### config.mk
export PLATFORM = sky130hd
export DESIGN_NAME = code_output_buffer
export DESIGN_NICKNAME = d
export VERILOG_FILES = /design/src/rtl/code_output_buffer_pkg.sv /design/src/rtl/code_output_buffer_byte_fifo.sv /design/src/rtl/code_output_buffer.sv
export SDC_FILE = /design/constraint.sdc
export NUM_CORES = 1
export LEC_CHECK = 0
export ABC_AREA = 1
export CORE_UTILIZATION = 41
export DETAILED_ROUTE_END_ITERATION = 10
export HOLD_SLACK_MARGIN = 0.03
export PLACE_DENSITY = 0.66
export SETUP_SLACK_MARGIN = 0.1
export SLEW_MARGIN = 40
export SYNTH_ARGS = -nofsm -noshare
export SYNTH_HDL_FRONTEND = slang
export SYNTH_SLANG_ARGS = --single-unit
### constraint.sdc
create_clock -name clk -period 3.7 [get_ports clk]
set_input_delay 0.74 -clock clk [delete_from_list [all_inputs] [get_ports clk]]
set_output_delay 0.74 -clock clk [all_outputs]
set_load 0.03 [all_outputs]
### src/rtl/code_output_buffer_pkg.sv
// Shared definitions for the code output buffer and the compressor top that
// uses it: default code width, byte width and packer state encodings.
package code_output_buffer_pkg;

  localparam int CODE_WIDTH_DEF = 9;
  localparam int BYTE_W         = 8;

  typedef enum logic [1:0] {
    ST_PACK  = 2'd0,
    ST_FLUSH = 2'd1,
    ST_DONE  = 2'd2
  } obuf_state_e;

  // Two codes minus the guaranteed byte already drained always fit.
  function automatic int acc_width(input int code_width);
    return 2 * code_width - 2;
  endfunction

endpackage

### src/rtl/code_output_buffer_byte_fifo.sv
// byte_fifo: byte FIFO with a registered show-ahead head (o_data/o_valid).
// DEPTH is the total capacity, head register included; power of two, >= 2.
module byte_fifo
  import code_output_buffer_pkg::*;
#(
  parameter int DEPTH = 8
) (
  input  logic              clk,
  input  logic              reset,
  input  logic              i_push,
  input  logic [BYTE_W-1:0] i_data,
  input  logic              i_pop,
  output logic [BYTE_W-1:0] o_data,
  output logic              o_valid,
  output logic              o_full,
  output logic              o_empty
);

  localparam int AW = $clog2(DEPTH);

  logic [BYTE_W-1:0] r_mem [DEPTH];
  logic [AW-1:0]     r_wr_ptr;
  logic [AW-1:0]     r_rd_ptr;
  logic [AW:0]       r_mem_cnt;
  logic [BYTE_W-1:0] r_data;
  logic              r_valid;

  logic              w_write;
  logic              w_read;
  logic              w_pop;
  logic [AW:0]       w_level;

  assign w_level = r_mem_cnt + {{AW{1'b0}}, r_valid};
  assign o_full  = (w_level == (AW+1)'(DEPTH));
  assign o_empty = (w_level == '0);
  assign w_pop   = r_valid && i_pop;
  assign w_write = i_push && !o_full;
  // Refill the head register whenever it is empty or being consumed.
  assign w_read  = (r_mem_cnt != '0) && (!r_valid || w_pop);

  // NOTE: storage has no reset; the pointers and count alone define what is valid.
  always_ff @(posedge clk) begin
    if (w_write) r_mem[r_wr_ptr] <= i_data;
  end

  // NOTE: sequential state uses non-blocking assignments so every register
  // samples pre-edge values, independent of statement order.
  always_ff @(posedge clk) begin
    if (reset) begin
      r_wr_ptr  <= '0;
      r_rd_ptr  <= '0;
      r_mem_cnt <= '0;
      r_data    <= '0;
      r_valid   <= 1'b0;
    end else begin
      if (w_write) r_wr_ptr <= r_wr_ptr + AW'(1);
      if (w_read)  r_rd_ptr <= r_rd_ptr + AW'(1);
      r_mem_cnt <= r_mem_cnt + (AW+1)'(w_write) - (AW+1)'(w_read);
      if (w_read) begin
        r_data  <= r_mem[r_rd_ptr];
        r_valid <= 1'b1;
      end else if (w_pop) begin
        r_valid <= 1'b0;
      end
    end
  end

  assign o_data  = r_data;
  assign o_valid = r_valid;

endmodule

### src/rtl/code_output_buffer.sv
// code_output_buffer: packs variable-width codes LSB-first into bytes and queues
// them in byte_fifo. Define OUTBUF_BYTECOUNT_EN to add the ByteCount output.
module code_output_buffer
  import code_output_buffer_pkg::*;
#(
  parameter int CODE_WIDTH = CODE_WIDTH_DEF,
  parameter int FIFO_DEPTH = 8
) (
  input  logic                  clk,
  input  logic                  reset,
  input  logic                  RequestOutBuffer,
  input  logic                  CloseBuffer,
  input  logic [CODE_WIDTH-1:0] Code,
  output logic                  Busy,
  output logic [BYTE_W-1:0]     ByteOut,
  output logic                  ByteValid,
  input  logic                  ByteReady,
  output logic                  Closed,
`ifdef OUTBUF_BYTECOUNT_EN
  output logic [15:0]           ByteCount,
`endif
  output logic                  Overrun
);

  localparam int ACC_W = acc_width(CODE_WIDTH);
  localparam int CNT_W = $clog2(ACC_W + 1);

  obuf_state_e      r_state;
  logic [ACC_W-1:0] r_acc;
  logic [CNT_W-1:0] r_bit_cnt;
  logic             r_closed;
  logic             r_overrun;

  obuf_state_e      w_state_nxt;
  logic [ACC_W-1:0] w_acc_nxt;
  logic [CNT_W-1:0] w_cnt_nxt;
  logic             w_push;
  logic             w_cnt_ge8;
  logic             w_accept_req;
  logic             w_accept_close;
  logic             w_fifo_full;
  logic             w_fifo_empty;
  logic             w_pop;

  assign w_cnt_ge8      = (r_bit_cnt >= CNT_W'(BYTE_W));
  assign Busy           = w_cnt_ge8 || (r_state != ST_PACK);
  assign w_accept_req   = RequestOutBuffer && !Busy;
  assign w_accept_close = CloseBuffer && !Busy;
  assign w_pop          = ByteValid && ByteReady;

  always_comb begin
    // NOTE: defaults first so every path assigns every output -- no latch inferred.
    w_state_nxt = r_state;
    w_acc_nxt   = r_acc;
    w_cnt_nxt   = r_bit_cnt;
    w_push      = 1'b0;

    if (w_cnt_ge8 && !w_fifo_full) begin
      w_push    = 1'b1;
      w_acc_nxt = r_acc >> BYTE_W;
      w_cnt_nxt = r_bit_cnt - CNT_W'(BYTE_W);
    end else if (r_state == ST_FLUSH && !w_cnt_ge8 && r_bit_cnt != '0 && !w_fifo_full) begin
      // Bits above BitCnt are already zero, so the partial byte is self-padded.
      w_push    = 1'b1;
      w_acc_nxt = '0;
      w_cnt_nxt = '0;
    end

    // Acceptance implies BitCnt < 8, so it never coincides with a full-byte push.
    if (w_accept_req) begin
      w_acc_nxt = r_acc | (ACC_W'(Code) << r_bit_cnt);
      w_cnt_nxt = r_bit_cnt + CNT_W'(CODE_WIDTH);
    end

    case (r_state)
      ST_PACK:  if (w_accept_close)    w_state_nxt = ST_FLUSH;
      ST_FLUSH: if (r_bit_cnt == '0)   w_state_nxt = ST_DONE;
      default:  w_state_nxt = r_state;
    endcase
  end

  always_ff @(posedge clk) begin
    if (reset) begin
      r_state   <= ST_PACK;
      r_acc     <= '0;
      r_bit_cnt <= '0;
      r_closed  <= 1'b0;
      r_overrun <= 1'b0;
    end else begin
      r_state   <= w_state_nxt;
      r_acc     <= w_acc_nxt;
      r_bit_cnt <= w_cnt_nxt;
      if (w_state_nxt == ST_DONE) r_closed <= 1'b1;
      if ((RequestOutBuffer || CloseBuffer) && Busy) r_overrun <= 1'b1;
    end
  end

  byte_fifo #(
    .DEPTH (FIFO_DEPTH)
  ) u_fifo (
    .clk     (clk),
    .reset   (reset),
    .i_push  (w_push),
    .i_data  (r_acc[BYTE_W-1:0]),
    .i_pop   (ByteReady && !w_fifo_empty),
    .o_data  (ByteOut),
    .o_valid (ByteValid),
    .o_full  (w_fifo_full),
    .o_empty (w_fifo_empty)
  );

  assign Closed  = r_closed;
  assign Overrun = r_overrun;

`ifdef OUTBUF_BYTECOUNT_EN
  logic [15:0] r_byte_count;

  always_ff @(posedge clk) begin
    if (reset) begin
      r_byte_count <= '0;
    end else if (w_pop && r_byte_count != 16'hFFFF) begin
      r_byte_count <= r_byte_count + 16'd1;
    end
  end

  assign ByteCount = r_byte_count;
`endif

endmodule

==> flow_summary.toml <==
[cts]
h-tree-depth = 3
cts_setup_buffers = 0
clk_path_buf_depth = 2
cts.reportedPaths.clkPinSlew_ns = 0.08
cts_tree = "yes"
insertion_delay_ns = 0.35
cts_resized = 0
clock-sinks = 108
clockRootBuffer = "clkbuf_16"
ctsHoldBuffers = 0
cts_buffers = 9

[sta]
fin_worst_skew_ns = 0.0141
clock.fmax_ghz = 0.312
maxSlewViolCount = 0
final-hold-violation-count = 0
period_share_pct = 86.7
slew_headroom_pct = 47.9
finalSetupTns_ns = 0
fin_ws_ns = 0.491
rsz0062_at_grt = "no"
worstMarginPinSlew_ns = 0.778
fin_crit_ns = 3.21
finalSetupViolCount = 0

[worst_setup_path]
cp_top_family = "buffers and inverters"
cp-start-kind = "flip-flop"
path_max_fanout = 12
worstSetupEndpointType = "output pin"
critPathBufInv = 2
r2r_end = "u_fifo.r_mem_cnt[3]"
crit_type = "flip-flop to output pin"
r2r_setup_slack_ns = 0.55
cpPeakStageDelay_ns = 0.61
crit_required_ns = 2.96
r2r_cells = 16
r2r_start = "u_fifo.o_valid"
cp.arrival_ns = 2.47
path_cells = "inv_1, ha_1, nand2_2, nor2_4, nor2_8, nand2_1, clkdlybuf4s50_1"
cp_slowest_cell = "clkdlybuf4s50_1"

[synth]
yosys_register_bits = 108
netlist_instances = 600
synth_area_leaders = "edfxtp_1 (38%), dfxtp_1 (17%), nand2_1 (10%), nor2_1 (7.0%), o21ai_0 (6.6%)"
synthesis.nets = 628
yosys.cell_types.count = 35
syn_avg_cell_area_um2 = 8.54
synth.most_common_cell = "nand2_1"
synthesis.area_um2 = 5120
ys_async_sr_fraction_pct = 0
synth-edff-count = 64
ys.flop_type = "edfxtp_1"
yosysTopAreaCell = "edfxtp_1"
synth_top_cell_area_share_pct = 37.5
synthTopCellsByCount = "nand2_1 (138), nor2_1 (96), o21ai_0 (68)"
synth.yosys.seq_area_share_pct = 54.7
yosys_warnings = 0

[die]
die_area_um2 = 13000
pin_count = 26
initial_core_util_pct = 42.3
die-width_um = 114
core_um2 = 12100
fp.dieH_um = 114
num_rows = 40

[routing]
dr_total_vias = 4014
remaining_drc_errors = 0
avgRoutedWirePerCell_um = 14.2
ant_nets = 0
drtIter0Drc = 301
dr.pass1.iters = 4
drt_wl_total_um = 11300
routed_via_density = 5.07

[power]
cellPowerDensity_nw_per_um2 = 816
vdd_drop_max_v = 0.000291
p_leak_nw = 2.34

[cells_and_area]
diodes = 0
nets = 646
drive_gt1_share_pct = 7.06
syn_to_final_growth_pct = 13.3

[place]
dp_slack_ns = 0.455
dp_hpwl_um = 7860
place_congestion = 0.837
portBuffers = 25

[global_route]
grt_use_total_pct = 18.8
antenna_found_initial = 0
grt_pass1_vias = 3867
grt_max_degree = 35
overflow = 0
grt_pass1_wl_um = 18800

[outcome]
status = "finished, final reports clean"

[min_path]
hold_end = "Overrun"
min-delay-start = "Overrun"
min_path_cells = 2
hold_class = "flip-flop to flip-flop"

[run]
cap_viol_max_count = 0
worst register-to-register path: stages (launching register included):
cell and delay (ns):
dfxtp_1 0.33, ha_1 0.24, ha_1 0.29, nor2_1 0.13, nand3_1 0.08, o21ai_0 0.15
nand2_1 0.11, nand2_1 0.28, inv_1 0.26, ha_1 0.30, inv_1 0.07, ha_1 0.22
nand2_1 0.07, nor2_1 0.05, a211oi_1 0.24, o21ai_0 0.11, a21oi_1 0.15
per-layer routing:
metal | vias up | routed length [um] | share of wire, % | track usage [%]
met5 | - | 0 | 0 | 0
met4 | 0 | 252 | 2.2 | 8.48
met1 | 1880 | 4990 | 44 | 22.9
li1 | 2029 | - | - | -
met3 | 17 | 368 | 3.3 | 2.07
met2 | 88 | 5660 | 50 | 33.6
how the worst max path moves through the flow:
stage | from | end | slack, ns | cells after the start
6_report | r_bit_cnt[0] | Busy | 0.49 | 7
5_1_grt | u_fifo.o_valid | u_fifo.r_mem_cnt[3] | 0.20 | 16
4_1_cts | r_bit_cnt[0] | Busy | 0.49 | 7
3_5_place_dp | ByteReady | u_fifo.r_mem_cnt[3] | 0.46 | 13
3_3_place_gp | ByteReady | u_fifo.r_mem_cnt[2] | 0.64 | 12
2_1_floorplan | u_fifo.o_valid | u_fifo.r_mem_cnt[2] | 0.84 | 16
final cells by class:
cell class              count  area, um2
clock buffers               9        225
clock inverters             7       67.6
fillers                  1194       6300
inverters                  50        188
multi-input cells         418       2020
flip-flops and latches    108       2800
well taps                 168        210
repair buffers             31        295
through the flow:
stage / instance area [um2] / util [%] / hold WS, ns / std cells / power, mW
global route: 5810 / 47.9 / 0.465 / 791 / 5.11
CTS: 5800 / 47.9 / 0.455 / 791 / 4.78
detailed placement: 5510 / 45.5 / 0.443 / 775 / 3.85
floorplan: 5120 / - / 0.426 / 600 / 3.28
global placement: 5510 / 45.5 / 0.436 / 775 / 3.78
finish: 5810 / 47.9 / 0.452 / 791 / 4.74
cells in the final DEF, fill, tap and decap left out, drive strengths merged, types with 5 or more instances in the layout:
master / instances
nand3: 50
o21bai: 5
clkbuf: 9
a21oi: 22
edfxtp: 64
nand2: 142
nor2: 100
o21ai: 73
clkdlybuf4s50: 25
dfxtp: 44
buf: 6
clkinv: 5
ha: 13
inv: 51
logic make-up (layout without fill, tap and decap cells):
group                      after synthesis  in the layout  synth area share [%]
AOI/OAI and AO/OA                      103            103                  10.7
xor gates and xnor gates                 3              3                 0.513
adders and majority gates               14             14                  3.56
buffers and inverters                   74             97                  6.01
DFF                                    108            108                  54.7
and+or+nand+nor                        298            298                  24.6
state kept, by name, indices dropped and copies added (netlist names):
| name | flops |
|---|---|
| r_bit_cnt | 5 |
| u_fifo.r_rd_ptr | 3 |
| r_acc | 16 |
| r_state | 2 |
| u_fifo.r_wr_ptr | 3 |
| u_fifo.o_data | 8 |
| u_fifo.o_valid | 1 |
| Overrun | 1 |
| u_fifo.r_mem_cnt | 4 |
| Closed | 1 |
| u_fifo.r_mem | 64 |
power by group:
group | total, mW | internal [mW] | leakage [nW] | switching (mW)
registers | 1.84 | 1.59 | 0.957 | 0.250
logic | 1.96 | 0.650 | 1.24 | 1.31
clock network | 0.937 | 0.473 | 0.141 | 0.464
total | 4.74 | 2.72 | 2.34 | 2.02
No activity file was read; power rests on OpenSTA's default activity.
